--- src/rtl/apb_completer_pkg.sv ---
// Shared types and limits for the APB completer register bank.
package apb_completer_pkg;

  localparam int APB_AW          = 16;
  localparam int APB_DW          = 16;
  localparam int MAX_NUM_REGS    = 32;
  localparam int MAX_WAIT_STATES = 15;

  // Index wide enough for the largest bank; counter wide enough for the longest stall.
  localparam int IDX_W = $clog2(MAX_NUM_REGS);
  localparam int CNT_W = $clog2(MAX_WAIT_STATES + 1);

  typedef enum logic {
    IDLE   = 1'b0,
    ACCESS = 1'b1
  } state_t;

endpackage

--- src/rtl/apb_completer_regs_if.sv ---
// APB3 bus bundle between an initiator and the register-bank completer.
//
// Handshake: a transfer starts with a setup cycle (PSEL=1, PENABLE=0) and
// continues with access cycles (PSEL=1, PENABLE=1). It completes in the access
// cycle where PREADY=1; PRDATA and PSLVERR are meaningful only in that cycle.
// Address, direction and write data must stay stable from setup to completion.
interface apb_completer_regs_if;
  import apb_completer_pkg::*;

  logic [APB_AW-1:0] PADDR;
  logic              PSEL;
  logic              PENABLE;
  logic              PWRITE;
  logic [APB_DW-1:0] PWDATA;
  logic [APB_DW-1:0] PRDATA;
  logic              PREADY;
  logic              PSLVERR;

  modport master (
    output PADDR, PSEL, PENABLE, PWRITE, PWDATA,
    input  PRDATA, PREADY, PSLVERR
  );

  modport slave (
    input  PADDR, PSEL, PENABLE, PWRITE, PWDATA,
    output PRDATA, PREADY, PSLVERR
  );

endinterface

--- src/rtl/apb_completer_decode.sv ---
// Address decoder: maps a byte address onto a 16-bit register index and flags
// addresses that are below the base, odd, or beyond the last register.
module apb_completer_decode
  import apb_completer_pkg::*;
#(
  parameter int                NUM_REGS  = 8,
  parameter logic [APB_AW-1:0] BASE_ADDR = 16'h0000
) (
  input  logic [APB_AW-1:0] paddr,
  output logic [IDX_W-1:0]  index,
  output logic              err
);

  logic [APB_AW-1:0] offset;
  logic [APB_AW-1:0] word;

  // Offset from base, halved to a word index; the full-width word is range-checked.
  always_comb begin
    offset = paddr - BASE_ADDR;
    word   = {1'b0, offset[APB_AW-1:1]};
    index  = word[IDX_W-1:0];
    // BASE_ADDR is even, so offset[0] equals paddr[0].
    err    = (paddr < BASE_ADDR) | offset[0] | (word >= APB_AW'(NUM_REGS));
  end

endmodule

--- src/rtl/apb_completer_regs.sv ---
// APB3 completer exposing a bank of 16-bit control/status registers with a
// fixed number of wait states, PSLVERR on bad addresses and per-register
// write strobes for the SPI core.
module apb_completer_regs
  import apb_completer_pkg::*;
#(
  parameter int                NUM_REGS    = 8,
  parameter logic [APB_AW-1:0] BASE_ADDR   = 16'h0000,
  parameter int                WAIT_STATES = 0
) (
  input  logic                     PCLK,
  input  logic                     PRESETn,
  apb_completer_regs_if.slave      apb,
  output logic [16*NUM_REGS-1:0]   reg_q,
  output logic [NUM_REGS-1:0]      wr_pulse,
  output state_t                   dbg_state
);

  state_t            state;
  logic [CNT_W-1:0]  cnt;
  logic              hold_write;
  logic [APB_DW-1:0] hold_wdata;
  logic [IDX_W-1:0]  hold_idx;
  logic              hold_err;
  logic [APB_DW-1:0] regs [NUM_REGS];

  logic [IDX_W-1:0]  dec_idx;
  logic              dec_err;
  logic              done;
  logic [APB_DW-1:0] rd_word;

  apb_completer_decode #(
    .NUM_REGS  (NUM_REGS),
    .BASE_ADDR (BASE_ADDR)
  ) u_decode (
    .paddr (apb.PADDR),
    .index (dec_idx),
    .err   (dec_err)
  );

  // FSM, wait counter, holding registers, register bank and write strobes.
  always_ff @(posedge PCLK or negedge PRESETn) begin
    if (!PRESETn) begin
      state      <= IDLE;
      cnt        <= '0;
      hold_write <= 1'b0;
      hold_wdata <= '0;
      hold_idx   <= '0;
      hold_err   <= 1'b0;
      wr_pulse   <= '0;
      for (int i = 0; i < NUM_REGS; i++) regs[i] <= '0;
    end else begin
      wr_pulse <= '0;
      case (state)
        IDLE: begin
          // Only a genuine setup phase starts a transfer; a bare access phase is ignored.
          if (apb.PSEL && !apb.PENABLE) begin
            state      <= ACCESS;
            cnt        <= CNT_W'(WAIT_STATES);
            hold_write <= apb.PWRITE;
            hold_wdata <= apb.PWDATA;
            hold_idx   <= dec_idx;
            hold_err   <= dec_err;
          end
        end
        ACCESS: begin
          if (cnt != '0) begin
            // Initiator gave up while we were stalling: drop the transfer.
            if (!apb.PSEL) begin
              state <= IDLE;
              cnt   <= '0;
            end else begin
              cnt <= cnt - 1'b1;
            end
          end else begin
            state <= IDLE;
            if (hold_write && !hold_err) begin
              for (int i = 0; i < NUM_REGS; i++) begin
                if (hold_idx == IDX_W'(i)) begin
                  regs[i]     <= hold_wdata;
                  wr_pulse[i] <= 1'b1;
                end
              end
            end
          end
        end
      endcase
    end
  end

  // Response path built only from registered state; read data tracks live register contents.
  always_comb begin
    rd_word = '0;
    for (int i = 0; i < NUM_REGS; i++) begin
      if (hold_idx == IDX_W'(i)) rd_word = regs[i];
    end
    done        = (state == ACCESS) && (cnt == '0);
    apb.PREADY  = done;
    apb.PSLVERR = done && hold_err;
    apb.PRDATA  = (done && !hold_write && !hold_err) ? rd_word : '0;
  end

  // Flatten the register bank for the SPI core.
  always_comb begin
    reg_q = '0;
    for (int i = 0; i < NUM_REGS; i++) reg_q[16*i +: 16] = regs[i];
  end

  assign dbg_state = state;

endmodule

--- src/flat_wrapper.sv ---
// flat-port wrapper written by rule: the top's interface ports become plain ports
module apb_completer_regs_flat import apb_completer_pkg::*;
#(
  parameter int                NUM_REGS    = 8,
  parameter logic [APB_AW-1:0] BASE_ADDR   = 16'h0000,
  parameter int                WAIT_STATES = 0
)
  (PCLK, PRESETn, reg_q, wr_pulse, dbg_state, apb_PADDR, apb_PSEL, apb_PENABLE, apb_PWRITE, apb_PWDATA, apb_PRDATA, apb_PREADY, apb_PSLVERR);
  apb_completer_regs_if apb_i ();
  input  logic PCLK;
  input  logic PRESETn;
  output logic [16*NUM_REGS-1:0] reg_q;
  output logic [NUM_REGS-1:0] wr_pulse;
  output state_t dbg_state;
  input wire logic [$bits(apb_i.PADDR)-1:0] apb_PADDR;
  input wire logic [$bits(apb_i.PSEL)-1:0] apb_PSEL;
  input wire logic [$bits(apb_i.PENABLE)-1:0] apb_PENABLE;
  input wire logic [$bits(apb_i.PWRITE)-1:0] apb_PWRITE;
  input wire logic [$bits(apb_i.PWDATA)-1:0] apb_PWDATA;
  output wire logic [$bits(apb_i.PRDATA)-1:0] apb_PRDATA;
  output wire logic [$bits(apb_i.PREADY)-1:0] apb_PREADY;
  output wire logic [$bits(apb_i.PSLVERR)-1:0] apb_PSLVERR;
  assign apb_i.PADDR = apb_PADDR;
  assign apb_i.PSEL = apb_PSEL;
  assign apb_i.PENABLE = apb_PENABLE;
  assign apb_i.PWRITE = apb_PWRITE;
  assign apb_i.PWDATA = apb_PWDATA;
  assign apb_PRDATA = apb_i.PRDATA;
  assign apb_PREADY = apb_i.PREADY;
  assign apb_PSLVERR = apb_i.PSLVERR;
  apb_completer_regs #(.NUM_REGS(NUM_REGS), .BASE_ADDR(BASE_ADDR), .WAIT_STATES(WAIT_STATES)) u_core (.PCLK(PCLK), .PRESETn(PRESETn), .apb(apb_i), .reg_q(reg_q), .wr_pulse(wr_pulse), .dbg_state(dbg_state));
endmodule
--- config.mk ---
export PLATFORM = sky130hd
export DESIGN_NAME = apb_completer_regs_flat
export DESIGN_NICKNAME = d
export VERILOG_FILES = /design/src/rtl/apb_completer_pkg.sv /design/src/rtl/apb_completer_regs_if.sv /design/src/rtl/apb_completer_decode.sv /design/src/rtl/apb_completer_regs.sv /design/src/flat_wrapper.sv
export SDC_FILE = /design/constraint.sdc
export NUM_CORES = 1
export LEC_CHECK = 0
export BUFFER_PORTS_ARGS = -buffer_cell sky130_fd_sc_hd__buf_2
export CAP_MARGIN = 25
export CELL_PAD_IN_SITES_DETAIL_PLACEMENT = 0
export CELL_PAD_IN_SITES_GLOBAL_PLACEMENT = 1
export CORE_MARGIN = 2
export CORE_UTILIZATION = 30
export DETAILED_ROUTE_END_ITERATION = 8
export GPL_TIMING_DRIVEN = 0
export PLACE_DENSITY = 0.7
export SYNTH_ARGS = -nofsm -noshare
export SYNTH_HDL_FRONTEND = slang
export SYNTH_HIERARCHICAL = 1
export SYNTH_SLANG_ARGS = --single-unit
--- constraint.sdc ---
create_clock -name PCLK -period 2.3 [get_ports PCLK]
set_input_delay 0.23 -clock PCLK [delete_from_list [all_inputs] [get_ports PCLK]]
set_output_delay 0.23 -clock PCLK [all_outputs]
set_load 0.01 [all_outputs]
==> results of run 1 <==
[cells by family after synthesis]
logic type      after synthesis  synth area share
flops                       164             0.548
compound gates               79            0.0577
fa+ha+maj                     1           0.00167
mux                         151             0.259
simple gates                150            0.0968
buf+inv                      49            0.0366
[power by group through the flow]
stage | sequential, mW | combinational (mW) | clock, mW
4_1_cts | 3.70 | 2.17 | 2.96
2_1_floorplan | 3.74 | 0.959 | 0
6_report | 3.71 | 2.26 | 2.88
3_5_place_dp | 3.75 | 1.83 | 0
5_1_grt | 3.78 | 2.44 | 3.09
3_3_place_gp | 3.74 | 1.80 | 0
[through the flow]
stage | worst slack (ns) | setup TNS [ns] | hold slack, ns | area (um^2)
2_1_floorplan | 0.142 | 0 | -0.0656 | 7480
3_3_place_gp | -1.68 | -295.71 | 0.428 | 8830
3_5_place_dp | -0.931 | -25.25 | 0.256 | 8870
4_1_cts | -0.200 | -2.97 | 0.00176 | 10100
5_1_grt | -0.288 | -3.96 | 0.0154 | 10400
6_report | -0.198 | -2.14 | 0.0152 | 10400
[how the worst max path moves through the flow]
| stage | endpoint | startpoint | cells after the start |
|---|---|---|---|
| after floorplan | u_core/reg_q[85]$_DFFE_PN0P_ | u_core/cnt[0]$_DFFE_PN0P_ | 8 |
| after global placement | u_core/hold_wdata[6]$_DFFE_PN0P_ | PRESETn | 1 |
| after detailed placement | apb_PRDATA[3] | u_core/cnt[0]$_DFFE_PN0P_ | 8 |
| after CTS | apb_PRDATA[13] | u_core/hold_idx[3]$_DFFE_PN0P_ | 8 |
| after global routing | apb_PRDATA[4] | u_core/hold_idx[4]$_DFFE_PN0P_ | 8 |
| final | apb_PRDATA[8] | u_core/hold_idx[3]$_DFFE_PN0P_ | 8 |
[layout by cell type (no fill, tap or decap), drive strengths merged, types with 3 or more instances in the layout]
master	instances
mux2	132
mux2i	4
o211ai	4
a21oi	31
dfrtp	164
a31oi	4
clkinvlp	3
mux4	15
inv	12
nand2	97
buf	243
clkbuf	38
dlygate4sd3	14
nor2	15
a22o	4
nor3	8
nand3	9
o21ai	34
nor4	3
[registers in the layout, summed over array words and instances, names as in the netlist]
name / count
u_core/hold_idx: 5
u_core/hold_err: 1
u_core/cnt: 4
u_core/hold_write: 1
u_core/reg_q: 128
u_core/hold_wdata: 16
u_core/wr_pulse: 8
u_core/dbg_state: 1
[cell type report]
class	count	area [um^2]
Inverter	9	33.8
Tap cell	324	405
Multi-Input combinational cell	381	3390
Timing Repair Buffer	233	1410
Clock inverter	10	123
Buffer	40	460
Sequential cell	164	4100
Fill cell	2378	14000
Clock buffer	22	464
[routing by layer]
| layer | GRT usage | routed length, um | vias to the layer above |
|---|---|---|---|
| met5 | 0 | 0 | - |
| met4 | 0.0418 | 203 | 0 |
| met3 | 0.0386 | 1110 | 10 |
| met2 | 0.303 | 11800 | 149 |
| met1 | 0.265 | 11400 | 2895 |
| li1 | - | - | 2610 |
[repair_timing]
action / in CTS / in global routing
setup endpoints to repair: 102 / 65
hold buffers: 14 / 0
gates cloned: 1 / 0
gates resized for setup: 98 / 38
setup buffers: 18 / 11
endpoints found under the hold margin: 91 / 0
pin swaps: 15 / 11
[critical path: stages, from the launching register on]
cell and delay, ns:
dfrtp_1 0.37, buf_6 0.14, or3b_1 0.38, buf_6 0.15, nor3_4 0.21, buf_12 0.17, a21oi_1 0.07, a21oi_1 0.17
buf_2 0.16
==> metrics.md, run 1 <==
| Metric | Value |
|---|---|
| Final core occ | 0.426 |
| Final nets | 884 |
| Hold path cells | 3 |
| Sw Pwr | 2.82 mW |
| DR pass1 iterations | 4 |
| Hold Vio Cnt, Final | 0 |
| CTS HTree Levels | 4 |
| Fin crit period | 2.50 ns |
| R2R setup slack | 0.04 ns |
| Failing checks | negative setup slack |
| Starting density of the core | 0.307 |
| CP max FO | 10 |
| Post-detailed-route wirelength per cell | 20.7 um |
| Max Cap Viol | 0 |
| Post-synth cell types | 45 |
| Leak | 5.34 nW |
| Status | complete, but fails checks |
| Total CTS buffers | 17 |
| CTS root buffer | clkbuf_16 |
| Syn_nets | 632 |
| Max IR drop VDD | 0.000403 V |
| ANT cells | 0 |
| Post-synth EDFFs | 0 |
| Area leader, netlist | dfrtp_1 |
| Rows | 57 |
| Synthesized cell area | 7480 um^2 |
| Layout Area Growth over Synthesis | 38.8% |
| Vias | 5664 |
| Hold Path End | u_core/hold_idx[1]$_DFFE_PN0P_ |
| 1st-iter DRT viols | 269 |
| Top-area cell type share of the netlist area | 0.548 |
| All-layer global routing usage | 0.189 |
| Total wire length | 24.4 mm |
| Clk pwr share | 0.326 |
| Top cells by count, synth | dfrtp_1, mux2_2, nand2_1 |
| Mean Syn Cell Area | 12.6 um^2 |
| Reg-to-Reg End | u_core/reg_q[73]$_DFFE_PN0P_ |
| Post-synthesis cell count | 594 |
| Worst hold path class | in -> reg |
| Register area share after synthesis | 0.548 |
| Final Skew | 0.0136 ns |
| Register bit total from synthesis | 164 |
| Crit Path Category | reg -> out |
| Initial antenna violation count | 0 |
| P per Cell Area | 851 nW/um^2 |
| Internal cell power | 6.02 mW |
| Max clock buf depth | 2 |
| Reg clk slew, reported paths | 0.07 ns |
| Final worst setup slack | -0.198 ns |
| Ys flop type | dfrtp_1 |
| Final period util | 1.09 |
| Number of global-route vias before repair | 5690 |
| Sink count of the clock tree | 164 |
| Worst Path Required | 2.07 ns |
| Fmax | 400 MHz |
| RR Startpoint | u_core/hold_idx[3]$_DFFE_PN0P_ |
| Hold Startpoint | apb_PADDR[2] |
| Largest net degree at the start of global routing | 87 |
| Placed Instances | 1107 |
| Hpwl dp | 17.0 mm |
| CTS tree | yes |
| Residual DRC | 0 |
| I/O pins | 192 |
| Final non-filler cell total | 1183 |
| Die height | 162 um |
| Average via count per standard cell | 4.79 |
| Final ANT Viol Nets | 0 |
| Core area | 24400 um^2 |
| Reg power frac | 0.419 |
| Total grt overflow | 0 |
| Power, Total | 8.84 mW |
| I/O Buffers | 188 |
| Layout cells sized above 1 | 0.546 |
| Final Max Tran Viols | 0 |
| Net Sw Frac | 0.319 |
| Final setup viols | 16 |
| Top-count cell post-synth | dfrtp_1 |
| Worst Setup Start Kind | flip-flop |
| R2R depth | 9 |
| Worst-Margin Slew | 0.709 ns |
| Clk_lat worst skew | 0.43 ns |
| FFs w/ async S/R, synth | 1.00 |
| Combinational group share of total power | 0.255 |
| CP endpoint kind | output port |
| Die area | 26200 um^2 |
| Top cells by area, synth | dfrtp_1, mux2_2, nand2_1, mux4_2, mux2_4 |
| First-pass GRT wire length | 36.2 mm |
| Yosys warning total | 6 |
| Unrepaired setup endpoints after global routing | true |
| Crit path DAT | 2.27 ns |
| Die W | 162 um |
| GP Congestion | 0.752 |
| Slew headroom | 0.527 |
Note: power is estimated with default switching activity, not from simulation.
==> run 2, diff against run 1 <==
--- a/config.mk
+++ b/config.mk
@@ -13,7 +13,7 @@
 export CORE_UTILIZATION = 30
 export DETAILED_ROUTE_END_ITERATION = 8
 export GPL_TIMING_DRIVEN = 0
-export PLACE_DENSITY = 0.7
+export PLACE_DENSITY = 0.73
 export SYNTH_ARGS = -nofsm -noshare
 export SYNTH_HDL_FRONTEND = slang
 export SYNTH_HIERARCHICAL = 1
==> constraint.sdc (replaced) <==
create_clock -name PCLK -period 2 [get_ports PCLK]
set_input_delay 0.2 -clock PCLK [delete_from_list [all_inputs] [get_ports PCLK]]
set_output_delay 0.2 -clock PCLK [all_outputs]
set_load 0.01 [all_outputs]
==> metrics.md, run 2 (synthesized netlist as in run 1, its figures left out) <==
| Metric | Value |
|---|---|
| Sink count of the clock tree | 164 |
| Layout cells sized above 1 | 0.568 |
| Top Layer Used | met4 |
| 1st-iter DRT viols | 376 |
| Worst Path Required | 1.80 ns |
| Crit path top cell by count | buf_6 |
| Largest net degree at the start of global routing | 89 |
| Die height | 162 um |
| Number of global-route vias before repair | 5957 |
| Total grt overflow | 0 |
| All-layer global routing usage | 0.198 |
| I/O Buffers | 188 |
| Hold Vio Cnt, Final | 0 |
| Commonest non-fill, non-tap cell in the layout | buf_2 |
| Die area | 26200 um^2 |
| Die W | 162 um |
| Residual DRC | 0 |
| Core area | 24400 um^2 |
| Crit path max-delay family | buffers and inverters |
| Power, Total | 10.7 mW |
| Crit-path cells | inv_2, ha_4, and4bb_2, nor3b_4, buf_6, buf_6, o21ai_2, a31oi_2, buf_2 |
| Final period util | 1.24 |
| Storage element area | 4110 um^2 |
| Final non-filler cell total | 1203 |
| Worst-Margin Slew | 0.695 ns |
| Status | complete, but fails checks |
| Commonest non-fill, non-tap cells in the layout | buf_2, dfrtp_1, nand2_1 |
| Initial antenna violation count | 0 |
| I/O pins | 192 |
| Average via count per standard cell | 4.89 |
| Pre-CTS setup slack | -1.19 ns |
| CP bufs+invs | 4 |
| Max Cap Viol | 0 |
| CP endpoint kind | output port |
| Metal1 wirelength | 12.1 mm |
| Total CTS buffers | 17 |
| Hpwl dp | 17.0 mm |
| Worst hold path class | in -> reg |
| Final core occ | 0.448 |
| Rows | 57 |
| Crit Path Category | reg -> out |
| Final worst setup slack | -0.485 ns |
| Final Max Tran Viols | 0 |
| Worst Setup Start Kind | flip-flop |
| CP max FO | 4 |
| Fmax | 402 MHz |
| Fill cells | 2322 |
| R2R setup slack | -0.43 ns |
| CTS root buffer | clkbuf_16 |
| Placed Instances | 1107 |
| Max IR drop VDD | 0.000496 V |
| Final setup viols | 145 |
| P per Cell Area | 976 nW/um^2 |
| Max clock buf depth | 2 |
| Post-detailed-route wirelength per cell | 21.8 um |
| Reg clk slew, reported paths | 0.07 ns |
| CP max-delay cell | dfrtp_1 |
| GP Congestion | 0.771 |
| Unrepaired setup endpoints after global routing | true |
| Layout Area Growth over Synthesis | 45.9% |
| Final nets | 904 |
| Vias | 5882 |
| Failing checks | negative setup slack |
| DR pass1 iterations | 6 |
| Setup_tns | -43.55 ns |
| First-pass GRT wire length | 38.0 mm |
| Crit path DAT | 2.29 ns |
| Final Skew | 0.00885 ns |
| Slew headroom | 0.533 |
| ANT cells | 0 |
| CTS tree | yes |
| CTS HTree Levels | 4 |
| Final ANT Viol Nets | 0 |
| Metal2 WL | 12.2 mm |
| Fin crit period | 2.49 ns |
| Multi-input logic area | 3500 um^2 |
| Max reg flops | 128 |
| Total wire length | 26.2 mm |
| Routed met3 length | 1.48 mm |
| CP max stage delay | 0.39 ns |
| Starting density of the core | 0.307 |
| Leak | 5.61 nW |
| Clk_lat worst skew | 0.42 ns |
run 2: worst paths after layout:
check | startpoint | cells past startpoint | endpoint
setup / recovery | u_core/cnt[1]$_DFFE_PN0P_ | 9 | apb_PRDATA[15]
hold / removal | apb_PADDR[5] | 4 | u_core/hold_idx[4]$_DFFE_PN0P_
setup reg to reg | u_core/cnt[1]$_DFFE_PN0P_ | 10 | u_core/reg_q[86]$_DFFE_PN0P_
hold reg to reg | u_core/reg_q[52]$_DFFE_PN0P_ | 1 | u_core/reg_q[52]$_DFFE_PN0P_
max in group asynchronous | PRESETn | 3 | u_core/hold_idx[1]$_DFFE_PN0P_
min in group asynchronous | PRESETn | 2 | u_core/reg_q[1]$_DFFE_PN0P_
run 2: stage by stage:
| stage | hold slack (ns) | instance area, um^2 |
|---|---|---|
| after floorplan | -0.0956 | 7500 |
| final | 0.0813 | 10900 |
| after detailed placement | 0.258 | 8890 |
| after CTS | 0.0690 | 10500 |
| after global routing | 0.0837 | 10900 |
| after global placement | 0.394 | 8850 |
run 2: cell type report:
type | count | area share
Sequential cell | 164 | 0.376
Multi-Input combinational cell | 381 | 0.321
Timing Repair Buffer | 256 | 0.162
Clock buffer | 22 | 0.0453
Buffer | 37 | 0.0399
Tap cell | 324 | 0.0371
Clock inverter | 10 | 0.0154
Inverter | 9 | 0.00309
run 2: tightest hold or removal path: stages:
cell,delay (ns)
buf_2,0.09
buf_4,0.10
nand2_1,0.04
nand2_1,0.04
run 2: layer usage:
| layer | vias up | global-route usage |
|---|---|---|
| li1 | 2659 | - |
| met2 | 172 | 0.305 |
| met5 | - | 0 |
| met1 | 3026 | 0.278 |
| met4 | 0 | 0.0563 |
| met3 | 25 | 0.0467 |
run 2: what timing repair did:
action | CTS | global route
hold buffers | 21 | 0
pin swaps | 13 | 22
endpoints found under the hold margin | 107 | 0
gates cloned | 4 | 2
setup buffers | 25 | 17
endpoints found under the setup margin | 162 | 151
gates resized for setup | 120 | 84
run 2: power by group:
| group | internal [mW] | total (mW) | leakage [nW] | switching [mW] |
|---|---|---|---|---|
| Clock | 2.27 | 3.66 | 0.323 | 1.39 |
| Sequential | 3.75 | 4.27 | 2.24 | 0.516 |
| Combinational | 1.31 | 2.73 | 3.04 | 1.42 |
